### src/rtl/bcount_monitor_if.sv
// Count-stream bus between a count producer (master) and bcount_monitor (slave).
// Samples en/d in; lock, break and switching-activity results out.
interface bcount_monitor_if #(
   parameter int unsigned WIDTH = 8,
   parameter int unsigned ERRW  = 16,
   parameter int unsigned TOGW  = 24
);
   logic             en;
   logic [WIDTH-1:0] d;
   logic             locked;
   logic             err;
   logic [ERRW-1:0]  err_count;
   logic [TOGW-1:0]  toggles;

   modport master (output en, d, input locked, err, err_count, toggles);
   modport slave  (input en, d, output locked, err, err_count, toggles);
endinterface

### src/rtl/bcount_monitor.sv
// Lock/break monitor for a +1 binary count stream, with optional switching-activity
// accumulator compiled in by defining TOGGLE_COUNT_EN.
module bcount_monitor #(
   parameter int unsigned WIDTH  = 8,
   parameter int unsigned LOCK_N = 4,
   parameter int unsigned ERRW   = 16,
   parameter int unsigned TOGW   = 24
) (
   input logic             clk,
   input logic             reset,
   bcount_monitor_if.slave bus
);
   localparam int unsigned RUNW = $clog2(LOCK_N) + 1;

   typedef enum logic [1:0] {HUNT, SYNC, LOCKED} state_t;

   state_t           state_q, state_d;
   logic [WIDTH-1:0] prev_q, prev_d;
   logic [RUNW-1:0]  run_q, run_d;
   logic             locked_q, locked_d;
   logic             err_q, err_d;
   logic [ERRW-1:0]  errc_q, errc_d;
   logic             inc_ok_c;

   // A repeated value fails this test, so it is treated as a break.
   assign inc_ok_c = (bus.d == prev_q + WIDTH'(1));

   always_ff @(posedge clk) begin
      if (reset) begin
         state_q  <= HUNT;
         prev_q   <= '0;
         run_q    <= '0;
         locked_q <= 1'b0;
         err_q    <= 1'b0;
         errc_q   <= '0;
      end else begin
         state_q  <= state_d;
         prev_q   <= prev_d;
         run_q    <= run_d;
         locked_q <= locked_d;
         err_q    <= err_d;
         errc_q   <= errc_d;
      end
   end

   always_comb begin
      state_d = state_q;
      run_d   = run_q;
      prev_d  = prev_q;
      if (bus.en) begin
         prev_d = bus.d;
         unique case (state_q)
            HUNT: begin
               run_d   = '0;
               state_d = SYNC;
            end
            SYNC: begin
               if (!inc_ok_c) begin
                  run_d = '0;
               end else if (run_q == RUNW'(LOCK_N - 1)) begin
                  run_d   = '0;
                  state_d = LOCKED;
               end else begin
                  run_d = run_q + RUNW'(1);
               end
            end
            LOCKED: begin
               if (!inc_ok_c) begin
                  run_d   = '0;
                  state_d = SYNC;
               end
            end
            default: state_d = HUNT;
         endcase
      end
   end

   // Next values of the registered outputs; err clears on any non-break cycle.
   always_comb begin
      locked_d = (state_d == LOCKED);
      err_d    = 1'b0;
      errc_d   = errc_q;
      if (bus.en && (state_q == LOCKED) && !inc_ok_c) begin
         err_d = 1'b1;
         if (errc_q != '1) errc_d = errc_q + ERRW'(1);
      end
   end

   assign bus.locked    = locked_q;
   assign bus.err       = err_q;
   assign bus.err_count = errc_q;

`ifdef TOGGLE_COUNT_EN
   localparam int unsigned POPW = $clog2(WIDTH + 1);
   localparam int unsigned SUMW = TOGW + 1;

   logic [TOGW-1:0] tog_q, tog_d;
   logic [POPW-1:0] pop_c;
   logic [SUMW-1:0] tog_sum_c;

   // Hamming distance to the previous sample, added with saturation.
   always_comb begin
      pop_c = '0;
      for (int i = 0; i < int'(WIDTH); i++) begin
         pop_c = pop_c + POPW'(bus.d[i] ^ prev_q[i]);
      end
      tog_sum_c = {1'b0, tog_q} + SUMW'(pop_c);
      tog_d     = tog_q;
      if (bus.en && (state_q != HUNT)) begin
         tog_d = tog_sum_c[TOGW] ? '1 : tog_sum_c[TOGW-1:0];
      end
   end

   always_ff @(posedge clk) begin
      if (reset) tog_q <= '0;
      else       tog_q <= tog_d;
   end

   assign bus.toggles = tog_q;
`else
   assign bus.toggles = '0;
`endif
endmodule

### src/flat_wrapper.sv
// flat-port wrapper written by rule: the top's interface ports become plain ports
module bcount_monitor_flat 
#(
   parameter int unsigned WIDTH  = 8,
   parameter int unsigned LOCK_N = 4,
   parameter int unsigned ERRW   = 16,
   parameter int unsigned TOGW   = 24
)
  (clk, reset, bus_en, bus_d, bus_locked, bus_err, bus_err_count, bus_toggles);
  bcount_monitor_if #(.WIDTH(WIDTH), .ERRW(ERRW), .TOGW(TOGW)) bus_i ();
  input logic clk;
  input logic reset;
  input wire logic [$bits(bus_i.en)-1:0] bus_en;
  input wire logic [$bits(bus_i.d)-1:0] bus_d;
  output wire logic [$bits(bus_i.locked)-1:0] bus_locked;
  output wire logic [$bits(bus_i.err)-1:0] bus_err;
  output wire logic [$bits(bus_i.err_count)-1:0] bus_err_count;
  output wire logic [$bits(bus_i.toggles)-1:0] bus_toggles;
  assign bus_i.en = bus_en;
  assign bus_i.d = bus_d;
  assign bus_locked = bus_i.locked;
  assign bus_err = bus_i.err;
  assign bus_err_count = bus_i.err_count;
  assign bus_toggles = bus_i.toggles;
  bcount_monitor #(.WIDTH(WIDTH), .LOCK_N(LOCK_N), .ERRW(ERRW), .TOGW(TOGW)) u_core (.clk(clk), .reset(reset), .bus(bus_i));
endmodule
### config.mk
export PLATFORM = sky130hd
export DESIGN_NAME = bcount_monitor_flat
export DESIGN_NICKNAME = d
export VERILOG_FILES = /design/src/rtl/bcount_monitor_if.sv /design/src/rtl/bcount_monitor.sv /design/src/flat_wrapper.sv
export SDC_FILE = /design/constraint.sdc
export NUM_CORES = 1
export LEC_CHECK = 0
export CELL_PAD_IN_SITES_DETAIL_PLACEMENT = 0
export CELL_PAD_IN_SITES_GLOBAL_PLACEMENT = 1
export CORE_MARGIN = 2
export CORE_UTILIZATION = 39
export CTS_BUF_LIST = sky130_fd_sc_hd__clkbuf_2 sky130_fd_sc_hd__clkbuf_4 sky130_fd_sc_hd__clkbuf_8
export DETAILED_ROUTE_END_ITERATION = 16
export GPL_TIMING_DRIVEN = 0
export PLACE_DENSITY = 0.93
export RECOVER_POWER = 50
export SLEW_MARGIN = 15
export SYNTH_ARGS = -nofsm -noshare
export SYNTH_HDL_FRONTEND = slang
export SYNTH_SLANG_ARGS = --single-unit
### constraint.sdc
create_clock -name clk -period 4.6 [get_ports clk]
set_input_delay 0.46 -clock clk [delete_from_list [all_inputs] [get_ports clk]]
set_output_delay 0.46 -clock clk [all_outputs]
set_load 0.05 [all_outputs]
==> impl_metrics.json, run 1 <==
{
  "rows": 25,
  "drt.antenna.violating_nets": 0,
  "floorplan.die_area_um2": 5302,
  "boundary_pins": 53,
  "criticalPathCategory": "input pin to flop",
  "clkPwrFrac_pct": 36.6,
  "fp.coreArea_um2": 4629,
  "grt_use_met2_pct": 24.34,
  "count_of_cell_types_in_the_netlist": 43,
  "timing.critical_path.fanout_max": 10,
  "synth.most_common_cell": "sky130_fd_sc_hd__dfxtp_1",
  "cell_internal_pwr_mw": 0.4285,
  "clock_skews_ps": 6.651,
  "antennaDiodeCount": 0,
  "final-hold-violation-count": 0,
  "htree_num_levels": 2,
  "synth-edff-count": 0,
  "vias_in_the_first_global_route": 1419,
  "proportion_of_netlist_area_held_by_the_largest_area_contributor_pct": 33.60,
  "power_leakage_nw": 0.9719,
  "critPathLaunchType": "input pin",
  "grt_use_total_pct": 15.74,
  "dr.pass1.iters": 5,
  "total_clock_sinks": 31,
  "area_growth_syn_to_layout_pct": 28.32,
  "wire_per_inst_um": 11.87,
  "port-buffer-count": 28,
  "floorplan.die.height_um": 72.82,
  "cp_data_required_time_ps": 4750,
  "cts_post_setup_buffers_inserted": 0,
  "synth_top_area_cell": "sky130_fd_sc_hd__dfxtp_1",
  "detail_route.iter0.violations": 101,
  "synthTopCellsByCount": "31 x sky130_fd_sc_hd__dfxtp_1, 26 x sky130_fd_sc_hd__buf_4, 19 x sky130_fd_sc_hd__a21oi_1",
  "grt_antenna_before_repair": 0,
  "cts_inserted_buffers": 5,
  "grt.busiest_layer": "met2",
  "syn_area_um2": 1847,
  "final_max_slew_viol_count": 0,
  "met3_track_usage_gr_pct": 4.420,
  "clockRootBuffer": "sky130_fd_sc_hd__clkbuf_8",
  "dp_hpwl_um": 2826,
  "yosys_most_used_dff": "sky130_fd_sc_hd__dfxtp_1",
  "dr_total_vias": 1672,
  "synth_seq_cells": 31,
  "hold_fix_buffers_cts": 0,
  "worst_margin_pin_slew_ps": 683.1,
  "design_power_total_mw": 0.6066,
  "clk_latency_ps": 290,
  "yosys-top-cells-area": "sky130_fd_sc_hd__dfxtp_1 34%, sky130_fd_sc_hd__buf_4 11%, sky130_fd_sc_hd__a21oi_1 5.1%, sky130_fd_sc_hd__mux2i_1 4.9%, sky130_fd_sc_hd__o31ai_1 4.9%",
  "vdd_ir_drop_max_v": 0.0001471,
  "synth.yosys.warnings": 0,
  "yosysSeqAreaShare_pct": 33.60,
  "detail_route.wirelength_um": 3930,
  "grt_util_met1_pct": 20.66,
  "finalSetupViolations": 0,
  "share_comb_of_total_power_pct": 17.3,
  "period_share_pct": 51.73,
  "power.switching_mw": 0.1782,
  "fmax_ghz": 0.4202,
  "status": "complete, no violations",
  "die_w_um": 72.82,
  "drc_errors": 0,
  "grt_max_degree": 11,
  "slew_headroom_pct": 54.46,
  "cp.arrival_ps": 2530,
  "rsz0062_at_grt": "false",
  "seqPwrFrac_pct": 46.0,
  "grt_first_pass_wirelength_um": 6520,
  "period_needed_ps": 2380,
  "final_gp_congestion": 0.7468,
  "final_layout_size_suffix_gt1_share_pct": 14.44,
  "clk_pin_slew_worst_paths_ps": 60,
  "sw_frac_of_total_pct": 29.37,
  "hold_crit_class": "flop to flop",
  "synth_async_sr_flop_share_pct": 0,
  "cts.repair.resized": 0,
  "clock_tree_from_tritoncts": "yes",
  "post-route-worst-setup-slack_ps": 2220,
  "p_per_area_nw_per_um2": 256.0,
  "max_cap_violations": 0,
  "cp-end-kind": "flop",
  "syn-instance-count": 218,
  "cts_buffer_depth": 2,
  "floorplan.initialDensity_pct": 39.89,
  "grt_overflow_total": 0,
  "final.setup.tns_ps": 0,
  "detail_route.vias_per_cell": 5.051,
  "nNetsFinal": 290,
  "worst_case_setup_slack_after_placement_ps": 1896,
  "avgSynthCellArea_um2": 8.471
}
## stage by stage
step / utilization (%) / hold WS, ps / instance area, µm² / std cells
after floorplan: - / 461.0 / 1933 / 241
after global placement: 49.27 / 475.9 / 2281 / 323
after detailed placement: 49.27 / 482.1 / 2281 / 323
after CTS: 51.19 / 492.3 / 2370 / 331
after global routing: 51.19 / 501.5 / 2370 / 331
final: 51.19 / 489.8 / 2370 / 331
## worst paths after layout
check | startpoint | to | slack [ps] | cells after the start
worst max register to register | u_core.prev_q[3] | u_core.bus.err_count[5] | 2430 | 7
worst min-delay path | u_core.bus.err_count[6] | u_core.bus.err_count[6] | 490 | 2
worst max-delay path | bus_d[5] | u_core.bus.err_count[5] | 2220 | 8
worst min register to register | u_core.bus.err_count[6] | u_core.bus.err_count[6] | 490 | 2
## sequential cells by signal, summed over array words and instances (netlist names)
name / flops
u_core.bus.err_count: 16
u_core.prev_q: 8
u_core.run_q: 3
u_core.state_q: 2
u_core.bus.err: 1
u_core.bus.locked: 1
## placed cells by master, fill, tap and decap left out, drive strengths merged, types with 11 or more instances in the layout
master and n:
dlygate4sd3 17, buf 28, clkbuf 13, dfxtp 31, clkdlybuf4s50 11, o31ai 12
or4 12, nor2 14, a21oi 19, conb 24, nand2 16
## logic make-up after synthesis
logic type | Yosys count | synth area share, %
and+or+nand+nor | 78 | 23.92
AOI/OAI and AO/OA | 48 | 17.01
buffers and inverters | 38 | 13.48
DFF | 31 | 33.60
muxes | 10 | 5.488
xor gates and xnor gates | 9 | 4.269
adders and majority gates | 3 | 2.033
other | 1 | 0.2031
## layer usage
| metal | part of all wire, % | wire length (µm) |
|---|---|---|
| met5 | 0 | 0 |
| met4 | 2.1 | 81 |
| met3 | 6.0 | 234 |
| met2 | 45 | 1770 |
| met1 | 47 | 1843 |
## power groups by stage
stage,clock network (mW),logic (mW),registers (mW)
after floorplan,0,0.0875,0.284
after global placement,0,0.104,0.285
after detailed placement,0,0.105,0.285
after CTS,0.226,0.105,0.279
after global routing,0.238,0.113,0.280
final,0.222,0.105,0.279
## critical path, cell delays in order
cell	delay, ps
sky130_fd_sc_hd__clkdlybuf4s50_1	490
sky130_fd_sc_hd__or3b_1	380
sky130_fd_sc_hd__a211oi_1	240
sky130_fd_sc_hd__a211oi_1	120
sky130_fd_sc_hd__a211oi_2	240
sky130_fd_sc_hd__clkbuf_1	360
sky130_fd_sc_hd__or4_1	180
sky130_fd_sc_hd__a21oi_1	60
## layout make-up
type / count / area, µm²
multi-input combinational: 172 / 1064
buffer: 34 / 234.0
fill: 442 / 2260
clock buffer: 7 / 83.83
sequential: 31 / 620.6
tap: 54 / 67.56
inverter: 4 / 15.01
clock inverter: 1 / 5.005
timing repair buffer: 28 / 280.3
Power figures use the tool's default switching activity.
==> inputs of run 2 (changes only) <==
- CORE_UTILIZATION: 39 -> 36
- PLACE_DENSITY: 0.93 -> 0.87
- clock period: 4.6 -> 2.2 ns (I/O delays scaled with it)
==> run 2 against run 1 <==
  * Non-clock buffer count rose by 3
  * Combinational power rose by 110%
  * Global-route usage fell by 0.88 points
  * Setup slack got worse by 2100 ps
  * Hold slack got worse by 150 ps
  * Final cell count rose by 5.4%
  * Critical path type is now flop to flop
  * Critical endpoint is now u_core.run_q[0]
  * Largest cell class unchanged
  * Largest power group unchanged
==> impl_metrics.json, run 2 (synthesis gave the netlist of run 1 again) <==
{
  "status": "complete, no violations",
  "max_cap_violations": 0,
  "final_layout_size_suffix_gt1_share_pct": 17.92,
  "clockRootBuffer": "sky130_fd_sc_hd__clkbuf_8",
  "grt_max_degree": 11,
  "power_leakage_nw": 0.9972,
  "nNetsFinal": 293,
  "grt_antenna_before_repair": 0,
  "mostFrequentLayoutCells": "28 x sky130_fd_sc_hd__buf_4, 26 x sky130_fd_sc_hd__dfxtp_1, 24 x sky130_fd_sc_hd__conb_1, 19 x sky130_fd_sc_hd__a21oi_1",
  "slew_headroom_pct": 54.86,
  "fmax_ghz": 0.4767,
  "period_share_pct": 95.36,
  "critPathLaunchType": "flop",
  "detail_route.vias_per_cell": 4.837,
  "die_w_um": 75.63,
  "cp_data_required_time_ps": 2400,
  "clk_pin_slew_worst_paths_ps": 60,
  "clk_latency_ps": 280,
  "detail_route.wirelength_um": 4024,
  "floorplan.initialDensity_pct": 36.63,
  "vias_in_the_first_global_route": 1459,
  "boundary_pins": 53,
  "design_power_total_mw": 1.260,
  "hold_crit_class": "input pin to flop",
  "drc_errors": 0,
  "clock_skews_ps": 7.212,
  "rows": 26,
  "cp-end-kind": "flop",
  "htree_num_levels": 2,
  "worst_case_setup_slack_after_placement_ps": -257.2,
  "detail_route.iter0.violations": 87,
  "cts_inserted_buffers": 5,
  "antennaDiodeCount": 0,
  "cts_buffer_depth": 2,
  "drt.antenna.violating_nets": 0,
  "p_per_area_nw_per_um2": 516.8,
  "final_max_slew_viol_count": 0,
  "period_needed_ps": 2098,
  "dr.pass1.iters": 4,
  "criticalPathCategory": "flop to flop",
  "grt_overflow_total": 0,
  "dr_total_vias": 1688,
  "post-route-worst-setup-slack_ps": 102.1,
  "port-buffer-count": 28,
  "fp.coreArea_um2": 5042,
  "timing.critical_path.fanout_max": 10,
  "floorplan.die_area_um2": 5719,
  "worst_margin_pin_slew_ps": 677.2,
  "most_frequent_standard_cell_in_the_layout_excluding_fill_and_tap_cells": "sky130_fd_sc_hd__buf_4",
  "grt_first_pass_wirelength_um": 6561,
  "cp.arrival_ps": 2300,
  "n_fill_cell": 498,
  "final_gp_congestion": 0.8054,
  "finish.instance_area_um2": 2439,
  "largest_register_ff_count": 16,
  "grt_use_total_pct": 14.86,
  "floorplan.die.height_um": 75.63,
  "dp_hpwl_um": 2902,
  "postPlaceCellArea_um2": 2302,
  "total_clock_sinks": 31,
  "area_growth_syn_to_layout_pct": 32.05,
  "clock_tree_from_tritoncts": "yes",
  "wire_per_inst_um": 11.53,
  "finalSetupViolations": 0,
  "vdd_ir_drop_max_v": 0.0002917,
  "final-hold-violation-count": 0,
  "hold_fix_buffers_cts": 0
}
==> run 2: cell count changes in the layout (fill, tap and decap cells not counted) <==
cell                             delta
sky130_fd_sc_hd__dfxtp_1            -5
sky130_fd_sc_hd__buf_4              +2
sky130_fd_sc_hd__dlymetal6s2s_1     +1
sky130_fd_sc_hd__clkbuf_4           -2
sky130_fd_sc_hd__dlygate4sd3_1      -1
sky130_fd_sc_hd__ha_4               +1
sky130_fd_sc_hd__buf_6              +1
sky130_fd_sc_hd__dfxtp_2            +5
sky130_fd_sc_hd__ha_1               -1
sky130_fd_sc_hd__clkbuf_1           -2
sky130_fd_sc_hd__clkbuf_8           +1
sky130_fd_sc_hd__clkbuf_2           +2
==> run 2: metrics by stage <==
stage / utilization [%] / setup TNS [ps] / std cells / hold WS [ps]
floorplan: - / 0 / 241 / 367.6
global placement: 45.66 / -3619 / 339 / 473.9
detailed placement: 45.66 / -4464 / 339 / 484.3
CTS: 47.39 / 0 / 346 / 493.7
global route: 48.36 / -19.52 / 349 / 377.0
finish: 48.36 / 0 / 349 / 337.1
==> run 2: path summary, 6_finish.rpt <==
kind	start	to	slack (ps)	cells after the start
min	bus_d[5]	u_core.prev_q[5]	340	3
min reg2reg	u_core.run_q[2]	u_core.run_q[2]	490	1
max	u_core.prev_q[5]	u_core.run_q[0]	100	8
max reg2reg	u_core.prev_q[5]	u_core.run_q[0]	100	8
==> run 2: per-layer routing <==
layer | up-vias | wire length [µm] | track usage (%)
met4 | 0 | 22 | 3.509
met1 | 774 | 1953 | 20.24
met5 | - | 0 | 0
met2 | 43 | 1835 | 23.19
li1 | 869 | - | -
met3 | 2 | 213 | 4.497
==> run 2: worst max-delay path: stages, from the launching register on <==
cell and delay, ps:
sky130_fd_sc_hd__dfxtp_2 390, sky130_fd_sc_hd__or3b_1 350, sky130_fd_sc_hd__a211oi_1 250, sky130_fd_sc_hd__a211oi_1 120, sky130_fd_sc_hd__a211oi_2 320, sky130_fd_sc_hd__buf_6 180
sky130_fd_sc_hd__buf_6 140, sky130_fd_sc_hd__a21oi_1 80, sky130_fd_sc_hd__a211oi_2 190
==> run 2: where the power goes <==
| group | internal (mW) | leakage, nW | switching (mW) |
|---|---|---|---|
| Clock | 0.245 | 0.0470 | 0.207 |
| Sequential | 0.572 | 0.253 | 0.0142 |
| Combinational | 0.0797 | 0.697 | 0.142 |
| Total | 0.897 | 0.997 | 0.363 |
==> run 2: repair_timing <==
action,CTS,global route
gates resized for setup,0,12
buffers inserted,0,3
setup endpoints to repair,0,21
==> run 2: final cells by class <==
class | count | area (µm²) | area share [%]
well taps | 70 | 87.58 | 3.592
flip-flops and latches | 31 | 626.9 | 25.71
repair buffers | 31 | 305.3 | 12.52
multi-input cells | 172 | 1076 | 44.13
inverters | 4 | 15.01 | 0.6157
clock inverters | 1 | 5.005 | 0.2052
clock buffers | 6 | 82.58 | 3.386
plain buffers | 34 | 240.2 | 9.851
